<file path="src/rtl/simon_pkg.sv">
// Shared types and helpers for the Simon player-input front end.
package simon_pkg;

  localparam int unsigned NUM_BTN = 4;
  localparam int unsigned BTN_W   = 2;

  typedef enum logic [1:0] {
    WAIT_REL,
    IDLE,
    PULSE,
    HOLD
  } btn_state_t;

  // Index of the single set bit; callers only use it on a one-hot vector.
  function automatic logic [BTN_W-1:0] onehot4_to_idx(input logic [NUM_BTN-1:0] oneHot);
    logic [BTN_W-1:0] idx;
    idx = '0;
    unique case (oneHot)
      4'b0001: idx = 2'd0;
      4'b0010: idx = 2'd1;
      4'b0100: idx = 2'd2;
      4'b1000: idx = 2'd3;
      default: idx = 2'd0;
    endcase
    return idx;
  endfunction

endpackage

</file>
<file path="src/rtl/simon_debounce.sv">
// Two-flop synchronizer plus whole-vector debounce for the four Simon buttons.
// A new vector is accepted once DEBOUNCE_TICKS consecutive synced samples agree.
module simon_debounce
  import simon_pkg::*;
#(
  parameter int unsigned DEBOUNCE_TICKS = 3
) (
  input  logic               clk,
  input  logic               reset,
  input  logic [NUM_BTN-1:0] raw,
  output logic [NUM_BTN-1:0] stable
);

  localparam int unsigned CNT_W = $clog2(DEBOUNCE_TICKS + 1);
  localparam logic [CNT_W-1:0] CNT_MAX = CNT_W'(DEBOUNCE_TICKS - 1);

  logic [NUM_BTN-1:0] sync1;
  logic [NUM_BTN-1:0] sync2;
  logic [NUM_BTN-1:0] cand;
  logic [CNT_W-1:0]   cnt;

  // Bring the asynchronous buttons into the clock domain.
  always_ff @(posedge clk or posedge reset) begin
    if (reset) begin
      sync1 <= '0;
      sync2 <= '0;
    end else begin
      sync1 <= raw;
      sync2 <= sync1;
    end
  end

  // Track a candidate vector and how long it has been steady; publish it once settled.
  always_ff @(posedge clk or posedge reset) begin
    if (reset) begin
      cand   <= '0;
      cnt    <= '0;
      stable <= '0;
    end else begin
      if (sync2 != cand) begin
        cand <= sync2;
        cnt  <= '0;
      end else if (cnt != CNT_MAX) begin
        cnt <= cnt + CNT_W'(1);
      end
      if (cnt == CNT_MAX) begin
        stable <= cand;
      end
    end
  end

endmodule

</file>
<file path="src/rtl/simon_button_encoder.sv">
// Player-input front end for the Simon core: debounced buttons, one strobe per press,
// multi-button and out-of-turn presses rejected.
// Optional stuck-button detector enabled by defining SIMON_BTN_STUCK_DETECT_EN.
module simon_button_encoder
  import simon_pkg::*;
#(
  parameter int unsigned DEBOUNCE_TICKS = 3,
  parameter int unsigned STUCK_TICKS    = 600
) (
  input  logic               clk,
  input  logic               reset,
  input  logic               enable,
  input  logic [NUM_BTN-1:0] btn_raw,
  output logic [BTN_W-1:0]   player_num,
  output logic               player_pressed,
  output logic [NUM_BTN-1:0] btn_held,
  output logic               stuck
);

  // btn_held is cleared by reset, so a button held through reset would look like a fresh
  // press once it has been debounced. WAIT_REL therefore demands enough consecutive
  // released cycles to cover the synchronizer and debounce pipeline before arming.
  localparam int unsigned REL_WAIT = DEBOUNCE_TICKS + 3;
  localparam int unsigned REL_W    = $clog2(REL_WAIT + 1);
  localparam logic [REL_W-1:0] REL_MAX = REL_W'(REL_WAIT);

  btn_state_t         state;
  btn_state_t         stateNext;
  logic [REL_W-1:0]   relCnt;
  logic [REL_W-1:0]   relCntNext;
  logic               numLoad;

  simon_debounce #(
    .DEBOUNCE_TICKS(DEBOUNCE_TICKS)
  ) u_debounce (
    .clk   (clk),
    .reset (reset),
    .raw   (btn_raw),
    .stable(btn_held)
  );

  // State, release-wait counter and the latched button index.
  always_ff @(posedge clk or posedge reset) begin
    if (reset) begin
      state      <= WAIT_REL;
      relCnt     <= '0;
      player_num <= '0;
    end else begin
      state  <= stateNext;
      relCnt <= relCntNext;
      if (numLoad) begin
        player_num <= onehot4_to_idx(btn_held);
      end
    end
  end

  // Press acceptance: one strobe per full release/press, single button, player's turn only.
  always_comb begin
    stateNext  = state;
    relCntNext = relCnt;
    numLoad    = 1'b0;
    unique case (state)
      WAIT_REL: begin
        if (btn_held != '0) begin
          relCntNext = '0;
        end else if (relCnt == REL_MAX) begin
          stateNext = IDLE;
        end else begin
          relCntNext = relCnt + REL_W'(1);
        end
      end
      IDLE: begin
        if (btn_held != '0) begin
          if ($onehot(btn_held) && enable) begin
            stateNext = PULSE;
            numLoad   = 1'b1;
          end else begin
            stateNext = HOLD;
          end
        end
      end
      PULSE: stateNext = HOLD;
      HOLD: begin
        if (btn_held == '0) begin
          stateNext = IDLE;
        end
      end
      default: stateNext = WAIT_REL;
    endcase
  end

  assign player_pressed = (state == PULSE);

`ifdef SIMON_BTN_STUCK_DETECT_EN
  localparam int unsigned STUCK_W = $clog2(64'(STUCK_TICKS) + 64'd1);
  localparam logic [STUCK_W-1:0] STUCK_MAX = STUCK_W'(STUCK_TICKS);

  logic [STUCK_W-1:0] stuckCnt;

  // Count cycles spent in HOLD, saturating; any other state restarts the count.
  always_ff @(posedge clk or posedge reset) begin
    if (reset) begin
      stuckCnt <= '0;
    end else if (state != HOLD) begin
      stuckCnt <= '0;
    end else if (stuckCnt != STUCK_MAX) begin
      stuckCnt <= stuckCnt + STUCK_W'(1);
    end
  end

  assign stuck = (state == HOLD) && (stuckCnt == STUCK_MAX);
`else
  assign stuck = 1'b0;
`endif

endmodule
</file>
<file path="config.mk">
export PLATFORM = sky130hd
export DESIGN_NAME = simon_button_encoder
export DESIGN_NICKNAME = d
export VERILOG_FILES = /design/src/rtl/simon_pkg.sv /design/src/rtl/simon_debounce.sv /design/src/rtl/simon_button_encoder.sv
export SDC_FILE = /design/constraint.sdc
export NUM_CORES = 1
export LEC_CHECK = 0
export ABC_CLOCK_PERIOD_IN_PS = 2200
export CAP_MARGIN = 30
export CORE_UTILIZATION = 48
export DETAILED_ROUTE_END_ITERATION = 8
export PLACE_DENSITY = 0.73
export SETUP_SLACK_MARGIN = 0.15
export SLEW_MARGIN = 5
export SYNTH_ARGS = -nofsm -noshare
export SYNTH_HDL_FRONTEND = slang
export SYNTH_HIERARCHICAL = 1
export SYNTH_SLANG_ARGS = --single-unit
</file>
<file path="constraint.sdc">
create_clock -name clk -period 2.2 [get_ports clk]
set_input_delay 0.33 -clock clk [delete_from_list [all_inputs] [get_ports clk]]
set_output_delay 0.33 -clock clk [all_outputs]
set_load 0.02 [all_outputs]
</file>
; Word-level counts from Yosys, hierarchy flattened
; Index checks and enable logic that the tools add are counted.
[classes]
add_sub_neg = 5
eq_ne = 16
n_mux = 14
reduce_logical = 7
[ops]
columns = operator, count
row1 = $mux 2, 6
row2 = $ne 2x2->1 const B, 5
row3 = $pmux 2 s4, 1
row4 = $eq 2x2->1 const B, 3
row5 = $mux 3, 2
row6 = $pmux 2 s3, 1
row7 = $add 1x1->2, 2
row8 = $eq 4x2->1 const B, 1
row9 = $eq 4x3->1 const B, 1
row10 = $eq 4x4->1 const B, 1
row11 = $logic_not 4->1, 1
row12 = $mux 1, 4
row13 = $ne 4x4->1, 1
row14 = $reduce_and 4->1, 1
row15 = $reduce_bool 4->1, 1
row16 = $add 2x2->3, 1
row17 = $add 3x1->3 const B, 1
row18 = $eq 3x1->1 const B, 1
row19 = $eq 3x3->1 const B, 1
row20 = $add 2x1->2 const B, 1
row21 = $eq 2x1->1 const B, 1
row22 = $logic_not 2->1, 1
row23 = $ne 2x1->1 const B, 1
row24 = $reduce_and 2->1, 1
row25 = other kinds (2), 2
[totals]
register_bits = 25
inputBits = 7
out_inout_bits = 8
elab_cells = 50

; Logic depth before layout (Yosys ltp)
; Gate-level depths: netlist of run 1.
[logic_depth]
ltp_word = 7
ltp_mapped = 8
depth_no_buf = 8

; Cells and area by module
; Netlist of run 1, hierarchy kept.
[by_module_without_submodules]
columns = module, n_inst, cells_per_inst, area_per_inst_um2, seq_area_each_um2
row1 = simon_debounce, 1, 40, 623.1, 450.4
row2 = simon_button_encoder, 1, 60, 568.0, 175.2

; Least setup slack after synthesis of run 1
; No wires, ideal clock.
[synth_path]
path_kind = register -> register
start = register u_debounce.stable[0]
end = register player_num[0]
setup_time_ns = 0.120
arrival_ns = 2.404
setup_slack_ns = -0.324
path_stages_with_launch = 9
period_less_slack_ns = 2.524
path_cell_list = dfrtp_1 -> inv_1 -> fa_1 -> inv_1 -> ha_1 -> ha_1 -> nor4b_1 -> a21oi_1 -> o211a_1
[synth_between]
elab_chain_cells = 7
elab_cells_between_ends = 12
classes_between = add/sub: 2 / eq/ne: 4 / mux: 4 / reduce/logical: 2
[synth_rtl]
columns = element, line_no
row1 = from (decl), simon_debounce.sv:11  ; output logic [NUM_BTN-1:0] stable
row2 = from (signal assigned), simon_debounce.sv:47  ; stable <= cand;
row3 = $add 1x1->2 (not written as such), simon_button_encoder.sv:74  ; if ($onehot(btn_held) && enable) begin
row4 = $add 2x2->3 (not written as such), simon_button_encoder.sv:74
row5 = $eq 3x1->1, simon_button_encoder.sv:74
row6 = $logic_and 1x1->1, simon_button_encoder.sv:74
row7 = $mux 1, simon_button_encoder.sv:74
row8 = $mux 1, simon_button_encoder.sv:73  ; if (btn_held != '0) begin
row9 = $mux 1, simon_button_encoder.sv:62  ; unique case (state)
row10 = to (signal assigned), simon_button_encoder.sv:52  ; player_num <= onehot4_to_idx(btn_held);
row11 = to (decl), simon_button_encoder.sv:14  ; output logic [BTN_W-1:0] player_num,
; Several ways; a longest one is shown, not always the timed one.
; A chain may end at the register's enable or synchronous reset.

; Worst setup path after layout of run 1
[layout_path]
start = register u_debounce.stable[3]
end = register player_num[1]
; Same word-level chain as after synthesis.

==> qor.txt, run 1 <==
Status: finished, final reports clean
IO Count: 15
Register area share after synthesis: 52.5%
Core area: 2280 um^2
Final wirelength: 1960 um
Layout cells sized above 1: 25.2%
Synth Area in Simple Gates: 8.09%
Cell Rows: 17
Worst Hold Slack: 0.228 ns
Synth warn: 6
Clock skew: 0.00141 ns
Max_cap viols: 0
Sequential share of power: 41.6%
Leakage: 0.000703 uW
Final WS setup: 0.0351 ns
Worst-case vdd ir drop: 0.613 mV
Worst-Margin Slew: 0.647 ns
Worst Path Buf+Inv: 2
Post-DP HPWL: 1450 um
Pint: 924 uW
Final total power: 1450 uW
CTS max path bufs: 2
Crit path max-delay cell type: fa_1
Setup WS pre-CTS: 0.0623 ns
Post-synthesis net count: 119
Sw frac: 36.3%
Die Ht: 51.8 um
Critical Path Fanout Max: 5
Number of global-route vias before repair: 721
Clock sink count: 25
Worst-skew pair later-pin latency: 0.34 ns
Wire per inst: 13.7 um
Logic pwr share: 42.6%
CP startpoint kind: flop
Count of cell types in the netlist: 26
Tmin final: 2.16 ns
Complex-gate fraction of the synthesized area: 7.56%
Htree depth: 1
Max_slew headroom: 56.8%
Num CTS Buffers: 3
Hold Violations, Final: 0
Post-synthesis cell area: 1190 um^2
Largest delay share family, worst path: adder cells
Fmax: 462 MHz
RePlAce Congestion: 0.747
Syn-to-layout area delta: 21.8%
CTS root buf: clkbuf_4
Cts hold-fix bufs: 0
Largest net degree at the start of global routing: 19
P per Cell Area: 1000 nW/um^2
Placed cells: 137
Period utilization: 98.4%
Vias/cell: 5.08
Xor-xnor portion of the synthesized cell area: 3.68%
First-pass GRT wire length: 3290 um
Final setup vio count: 0
Setup TNS: 0 ns
Diodes inserted: 0
Slowest stage delay, CP: 0.54 ns
RSZ-0062 raised after global routing: yes
Post-layout net count: 135
GR Overflow Total: 0
Avg Inst Size Synth: 11.9 um^2
Die area: 2680 um^2
Cells after synthesis: 100
Data arrival, critical path: 2.44 ns
Initial core utilization: 52.3%
Critical path required time: 2.47 ns
Largest family of logic cells by synthesized area: adder cells
Adder-Cell Fraction of Synth Area: 13.2%
CTS tree: yes
GRT Total Usage: 18.1%
Port Buffers: 13
Post-Layout Cell Count: 143
Clock Power Share: 15.8%
Die width: 51.8 um
Initial detailed-routing violation count: 9
Kind of critical path: reg -> reg
Hold Crit Class: in -> async
Remaining DRCs: 0
Post-route ant nets: 0
Synthesized flop and latch total: 25
Mux contribution to synthesized area: 7.98%
Max-slew violations: 0
DR pass1 iterations: 5
Worst setup EP type: flop
Vias after detailed routing: 726
Critical path, cell by cell: inv_2 > fa_1 > inv_2 > ha_4 > ha_4 > nor4b_4 > a21oi_1 > a21oi_1
Switching Power: 527 uW
Reg clk slew, reported paths: 0.15 ns
Initial antenna violation count: 0
Yosys cell counts (all sizes together):
cell type	instances	area, um^2
a21oi	7	35.0
buf	2	18.8
clkbuf	4	15.0
conb	1	3.75
dfrtp	25	626
fa	1	20.0
ha	11	138
inv	12	45.0
mux2	5	75.1
mux2i	2	20.0
nand2	9	36.3
nand3	1	5.00
nand4	1	6.26
nor2	3	11.3
nor3	1	5.00
nor3b	2	15.0
nor4b	1	8.76
o211a	1	10.0
o21ai	3	15.0
o31a	1	8.76
o31ai	1	21.3
or2	1	8.76
xnor2	4	35.0
xor2	1	8.76
placed cells by master (no fill, tap or decap), drive strengths merged, types with 2 or more instances in the layout:
master	Yosys	final
mux2i	2	2
ha	11	11
clkdlybuf4s50	0	12
nand2	9	9
o21ai	3	3
mux2	5	5
xnor2	4	4
inv	12	13
nor2	3	3
nor3b	2	2
dfrtp	25	25
a21oi	7	7
clkbuf	4	3
buf	2	4
power by group through the flow:
stage	Sequential (uW)	Clock (uW)	Combinational, uW
final	603	229	619
after CTS	601	237	596
after floorplan	630	0	380
after global routing	612	247	690
after detailed placement	610	0	560
after global placement	604	0	538
state kept, by name, indices dropped and copies added (netlist names):
signal	count
u_debounce/cand	4
u_debounce/stable	4
u_debounce/sync1	4
u_debounce/sync2	4
relCnt	3
player_num	2
state	2
u_debounce/cnt	2
metal layers:
layer  vias up  part of all wire (%)  wire length [um]  GRT usage (%)
li1        351                     -                 -              -
met5         -                     0                 0              0
met3         5                   3.9                77           3.51
met2        19                    51               992           27.7
met4         0                   2.3                46           11.3
met1       351                    43               845           23.7
logic make-up (layout without fill, tap and decap cells):
kind of cell | count (synthesis) | count (layout)
DFF | 25 | 25
AOI/OAI and AO/OA | 13 | 13
buffers and inverters | 18 | 33
and+or+nand+nor | 19 | 19
other | 1 | 1
adders and majority gates | 12 | 12
xor gates and xnor gates | 5 | 5
muxes | 7 | 7
final timing paths:
path                       depth (start not counted)                   end                  from  slack (ns)
min                                                2              state[0]                 reset        0.23
max in group asynchronous                          2  u_debounce/stable[3]                 reset        1.37
max                                                8         player_num[1]  u_debounce/stable[3]        0.04
min in group clk                                   0   u_debounce/sync2[2]   u_debounce/sync1[2]        0.37
max reg2reg                                        8         player_num[1]  u_debounce/stable[3]        0.04
min reg2reg                                        0   u_debounce/sync2[2]   u_debounce/sync1[2]        0.37
per-stage QoR:
stage          util, %  cell area, um^2
6_report          63.8             1450
2_1_floorplan        -             1230
3_3_place_gp      60.4             1370
3_5_place_dp      60.4             1370
4_1_cts           63.1             1440
5_1_grt           63.8             1450
cell type report:
cell class	instances	area [um^2]
clock inverters	1	8.76
fillers	177	825
well taps	28	35.0
clock buffers	3	22.5
flip-flops and latches	25	629
inverters	12	45.0
repair buffers	17	163
multi-input cells	57	548
timing repair:
action / CTS / global route
endpoints found under the setup margin: 3 / 5
pin swaps: 7 / 4
resized for setup: 3 / 5
cloned: 0 / 0
buffers inserted: 2 / 0
No activity file was read; power rests on OpenSTA's default activity.
==> run 2: changes to the inputs <==
Settings changed: ABC_CLOCK_PERIOD_IN_PS 2200 to 2500, CORE_UTILIZATION 48 to 56, PLACE_DENSITY 0.73 to 0.8.
Clock period 2.2 ns to 2.5 ns, I/O delays scaled along.
==> run 2 against run 1 <==
Compared with the run above:
- sequential power is 11% lower
- flip-flop and latch count stayed put
- register-to-register slack better by 0.24 ns
- cell area is 4.6% lower
- clock power is 24% lower
- maximum frequency is 2.5% lower
==> qor.txt, run 2 (synthesis gave the netlist of run 1 again) <==
Status: finished, final reports clean
Diodes inserted: 0 (unchanged)
Remaining DRCs: 0 (unchanged)
GR Overflow Total: 0 (unchanged)
Number of global-route vias before repair: 677 (-6.1%)
Die width: 48.1 um (-7.1%)
Max_slew headroom: 56.4% (-0.38 points)
Max-slew violations: 0 (unchanged)
Cell Rows: 16 (-1)
CTS tree: yes
CP startpoint kind: flop
Post-DP HPWL: 1470 um (+1.4%)
Layout cells sized above 1: 15.2% (-10 points)
Core area: 1980 um^2 (-13%)
Reg clk slew, reported paths: 0.13 ns (-0.02 ns)
Period utilization: 88.8% (-9.6 points)
Post-layout net count: 132 (-2.2%)
Clock sink count: 25 (unchanged)
Hold Crit Class: in -> async
Leakage: 0.000673 uW (-4.3%)
Die area: 2320 um^2 (-14%)
Syn-to-layout area delta: 16.3%
Fill count: 137 (-23%)
Worst-skew pair later-pin latency: 0.31 ns (-0.03 ns)
Worst flop-to-flop path startpoint: u_debounce/stable[0]
Final total power: 1200 uW (-17%)
Tmin final: 2.22 ns (+0.0561 ns)
Clock skew: 0.000705 ns (-0.000708 ns)
Data arrival, critical path: 2.43 ns (about the same)
Critical path required time: 2.71 ns (+0.24 ns)
Post-route ant nets: 0 (unchanged)
DR pass1 iterations: 4 (-1)
Critical Path Fanout Max: 3 (-2)
IO Count: 15 (unchanged)
RePlAce Congestion: 0.748 (+0.17%)
Hold Violations, Final: 0 (unchanged)
Commonest non-fill, non-tap cell in the layout: dfrtp_1
GRT Total Usage: 19.7% (+1.6 points)
Worst-Margin Slew: 0.653 ns (+0.00565 ns)
Worst setup EP type: flop
Initial core utilization: 60.1% (+7.8 points)
P per Cell Area: 868 nW/um^2 (-13%)
Setup WS pre-CTS: 0.0407 ns (-0.0216 ns)
Initial antenna violation count: 0 (unchanged)
CTS root buf: clkbuf_4
CTS max path bufs: 2 (unchanged)
Setup TNS: 0 ns (unchanged)
Max_cap viols: 0 (unchanged)
Most frequent cells in the layout: 24 x dfrtp_1, 13 x clkdlybuf4s50_1, 11 x inv_1
Htree depth: 1 (unchanged)
Post-Layout Cell Count: 139 (-2.8%)
Largest net degree at the start of global routing: 19 (unchanged)
Final wirelength: 1960 um (-0.20%)
Kind of critical path: reg -> reg
Vias/cell: 5.27 (+3.7%)
Fmax: 450 MHz (-2.5%)
Placed cells: 134 (-2.2%)
Initial detailed-routing violation count: 10 (+1)
Vias after detailed routing: 732 (+0.83%)
First-pass GRT wire length: 2910 um (-12%)
Final setup vio count: 0 (unchanged)
Worst-case vdd ir drop: 0.614 mV (+0.20%)
Beginning of the critical path: u_debounce/stable[0]
Num CTS Buffers: 3 (unchanged)
Final WS setup: 0.279 ns (+0.244 ns)
Wire per inst: 14.1 um (+2.7%)
RSZ-0062 raised after global routing: no
Port Buffers: 13 (unchanged)
Die Ht: 48.1 um (-7.1%)
-- run 2: final timing paths --
check	endpoint	slack, ns	depth (start not counted)
min reg2reg	u_debounce/sync2[2]	0.36	0
min	state[0]	0.29	2
max	state[0]	0.28	8
max in group asynchronous	u_debounce/stable[3]	1.59	2
min in group clk	u_debounce/sync2[2]	0.36	0
max reg2reg	state[0]	0.28	8
-- run 2: final cells by class --
class	count	area (um^2)	area share (%)
Sequential cell	25	627	45.3
Clock inverter	1	5.00	0.361
Timing Repair Buffer	14	138	9.94
Inverter	12	45.0	3.25
Tap cell	27	33.8	2.44
Clock buffer	3	22.5	1.63
Multi-Input combinational cell	57	514	37.1
-- run 2: what timing repair did --
action,CTS,global route
hold buffers,0,0
endpoints found under the hold margin,0,0
resized for setup,2,2
pin swaps,1,0
buffers inserted,0,1
endpoints found under the setup margin,2,3
-- run 2: critical path, cell delays in order (launching register included) --
cell     delay, ns
dfrtp_1       0.41
inv_2         0.08
fa_1          0.54
inv_1         0.05
ha_1          0.21
ha_4          0.23
o31a_1        0.32
nor3b_1       0.19
mux2i_1       0.09
-- run 2: stage by stage --
step	utilization (%)	hold slack, ns	instance area (um^2)
6_report	69.9	0.292	1390
5_1_grt	69.9	0.335	1390
4_1_cts	68.9	0.293	1370
3_5_place_dp	67.0	0.337	1330
3_3_place_gp	67.0	0.332	1330
2_1_floorplan	-	0.178	1200
-- run 2: where the power goes --
group | switching (uW) | total, uW | internal (uW)
logic | 250 | 491 | 241
registers | 64.0 | 537 | 473
clock network | 114 | 174 | 59.9
total | 428 | 1200 | 774
-- run 2: layer usage --
layer | GRT usage [%] | vias to the layer above | part of all wire (%)
met1 | 24.8 | 354 | 40
li1 | - | 346 | -
met4 | 11.7 | 0 | 3.1
met5 | 0 | - | 0
met2 | 31.9 | 26 | 53
met3 | 3.70 | 6 | 3.7
==> run 3: changes to the inputs <==
Settings changed: CELL_PAD_IN_SITES_DETAIL_PLACEMENT set to 1, CELL_PAD_IN_SITES_GLOBAL_PLACEMENT set to 1, CORE_UTILIZATION 56 to 46, CTS_CLUSTER_DIAMETER set to 30, PLACE_DENSITY 0.8 to not set, PLACE_DENSITY_LB_ADDON set to 0.1.
==> run 3 against run 2 <==
Compared with the run above:
- cell count up 2.2%
- via count fell by 0.96%
- largest power group unchanged
- critical endpoint is now player_num[0]
- maximum frequency is 1.4% higher
- non-clock buffer count is the same
- sequential share of layout area shrank 0.37 points
- largest cell class unchanged
- combinational power is 2% lower
- flip-flop and latch count stayed put
- hold slack better by 0.00079 ns
- count of clock-buffer cells in the layout unchanged
==> qor.txt, run 3 (synthesis gave the netlist of run 1 again) <==
Status: finished, final reports clean
Fin area: 1390 um^2 (+0.63%)
Die width: 52.9 um (+9.9%)
Sequential share of power: 44.1% (-0.6 points)
Critical Path Fanout Max: 5 (+2)
Clock Power Share: 15.9% (+1.4 points)
CTS tree: yes
Diodes inserted: 0 (unchanged)
CP dominant cell by count: inv_1
Kind of critical path: reg -> reg
Period utilization: 87.6% (-1.2 points)
RePlAce Congestion: 0.707 (-5.5%)
Hold Violations, Final: 0 (unchanged)
Max_slew headroom: 56.4% (about the same)
CP startpoint kind: flop
Reg clk slew, reported paths: 0.15 ns (+0.02 ns)
GRT Total Usage: 17.2% (-2.5 points)
CTS max path bufs: 2 (unchanged)
Max_cap viols: 0 (unchanged)
Leakage: 0.000671 uW (-0.25%)
Fmax: 456 MHz (+1.4%)
Post-DP HPWL: 1590 um (+8.0%)
Commonest non-fill, non-tap cell in the layout: dfrtp_1
Tmin final: 2.19 ns (-0.0304 ns)
Logic pwr share: 40.0% (-0.9 points)
Data arrival, critical path: 2.42 ns (about the same)
Layout Utilization: 56.8% (-13 points)
Slowest stage delay, CP: 0.53 ns (about the same)
Sw frac: 35.6% (-0.048 points)
Die area: 2800 um^2 (+21%)
Vias/cell: 5.11 (-3.0%)
Initial detailed-routing violation count: 1 (-9)
P per Cell Area: 862 nW/um^2 (-0.68%)
Crit path max-delay cell type: fa_1
Htree depth: 1 (unchanged)
Hold Crit Class: in -> async
Worst-Margin Slew: 0.654 ns (+0.000459 ns)
Switching Power: 427 uW (-0.19%)
Most frequent cells in the layout: 25 x dfrtp_1, 13 x clkdlybuf4s50_1, 11 x inv_1
Post-route ant nets: 0 (unchanged)
First-pass GRT wire length: 3330 um (+14%)
Clock skew: 0.00251 ns (+0.00181 ns)
Initial core utilization: 48.5% (-12 points)
Initial antenna violation count: 0 (unchanged)
Worst setup EP type: flop
Placed inst area: 1340 um^2 (+0.85%)
Wire per inst: 14.3 um (+1.4%)
Syn-to-layout area delta: 17.0%
# Post-CTS Setup Buffers: 0 (unchanged)
Port Buffers: 13 (unchanged)
DR pass1 iterations: 4 (unchanged)
Largest net degree at the start of global routing: 19 (unchanged)
Core area: 2450 um^2 (+24%)
Critical path, cell by cell: inv_1 > fa_1 > inv_1 > ha_1 > ha_4 > nor4b_4 > a21oi_1 > o211a_1
Number of global-route vias before repair: 715 (+5.6%)
Pint: 774 uW (about the same)
Cts hold-fix bufs: 0 (unchanged)
Final setup vio count: 0 (unchanged)
Num CTS Buffers: 3 (unchanged)
Setup TNS: 0 ns (unchanged)
Clock sink count: 25 (unchanged)
Layout cells sized above 1: 15.2% (unchanged)
GR Overflow Total: 0 (unchanged)
RSZ-0062 raised after global routing: no
Post-layout net count: 132 (unchanged)
Worst-case vdd ir drop: 0.580 mV (-5.5%)
CTS root buf: clkbuf_4
Die Ht: 52.9 um (+9.9%)
IO Count: 15 (unchanged)
Critical path required time: 2.73 ns (+0.02 ns)
Cell Rows: 18 (+2)
Final total power: 1200 uW (about the same)
Max-slew violations: 0 (unchanged)
Worst-skew pair later-pin latency: 0.32 ns (about the same)
Vias after detailed routing: 725 (-0.96%)
Remaining DRCs: 0 (unchanged)
Final wirelength: 2030 um (+3.6%)
-- run 3: changes by cell type in the layout (fill, tap and decap cells not counted) --
cell / previous run / this run
a21oi_2: 0 / 1
a21oi_1: 7 / 6
clkinv_2: 1 / 0
dfrtp_2: 1 / 0
clkinvlp_4: 0 / 1
dfrtp_1: 24 / 25
-- run 3: final timing paths --
check                                           from              endpoint  slack [ns]  cells past startpoint
worst max-delay path            u_debounce/stable[1]         player_num[0]        0.31                      8
worst min-delay path                           reset             relCnt[1]        0.29                      2
worst max register to register  u_debounce/stable[1]         player_num[0]        0.31                      8
worst min register to register   u_debounce/sync1[1]   u_debounce/sync2[1]        0.37                      0
max in group asynchronous                      reset  u_debounce/stable[2]        1.64                      2
min in group clk                 u_debounce/sync1[1]   u_debounce/sync2[1]        0.37                      0
-- run 3: routing by layer --
| layer | vias to the layer above | global-route usage, % | wire [um] |
|---|---|---|---|
| met5 | - | 0 | 0 |
| met4 | 0 | 6.58 | 34 |
| met3 | 5 | 3.45 | 62 |
| met2 | 15 | 26.4 | 929 |
| met1 | 364 | 24.0 | 1000 |
| li1 | 341 | - | - |
-- run 3: layout make-up --
type	count	area (um^2)
Fill cell	258	1060
Sequential cell	25	626
Multi-Input combinational cell	57	518
Timing Repair Buffer	14	138
Inverter	12	45.0
Tap cell	30	37.5
Clock buffer	3	22.5
Clock inverter	1	7.51
-- run 3: power by group through the flow --
stage	Combinational (uW)	Sequential (uW)	Clock [uW]
final	481	530	191
after global routing	542	540	211
after CTS	482	530	199
after detailed placement	469	538	0
after global placement	452	534	0
after floorplan	314	552	0
-- run 3: per-stage QoR --
stage / worst slack, ns / cells / hold WS, ns
final: 0.309 / 142 / 0.293
after CTS: 0.190 / 142 / 0.302
after global placement: 0.231 / 138 / 0.334
after detailed placement: 0.125 / 138 / 0.337
after floorplan: 0.154 / 100 / 0.178
after global routing: 0.160 / 142 / 0.317
-- run 3: timing repair --
action / 4_1_cts / 5_1_grt
resized for setup: 1 / 3
hold endpoints to repair: 0 / 0
pin swaps: 0 / 3
endpoints found under the setup margin: 2 / 3
-- run 3: worst max-delay path: cells and delay by family (launching register included) --
family / cells / cell delay, ns
buffers and inverters: 2 / 0.14
adders and majority gates: 3 / 0.96
AOI/OAI and AO/OA: 2 / 0.23
and+or+nand+nor: 1 / 0.34
DFF: 1 / 0.42
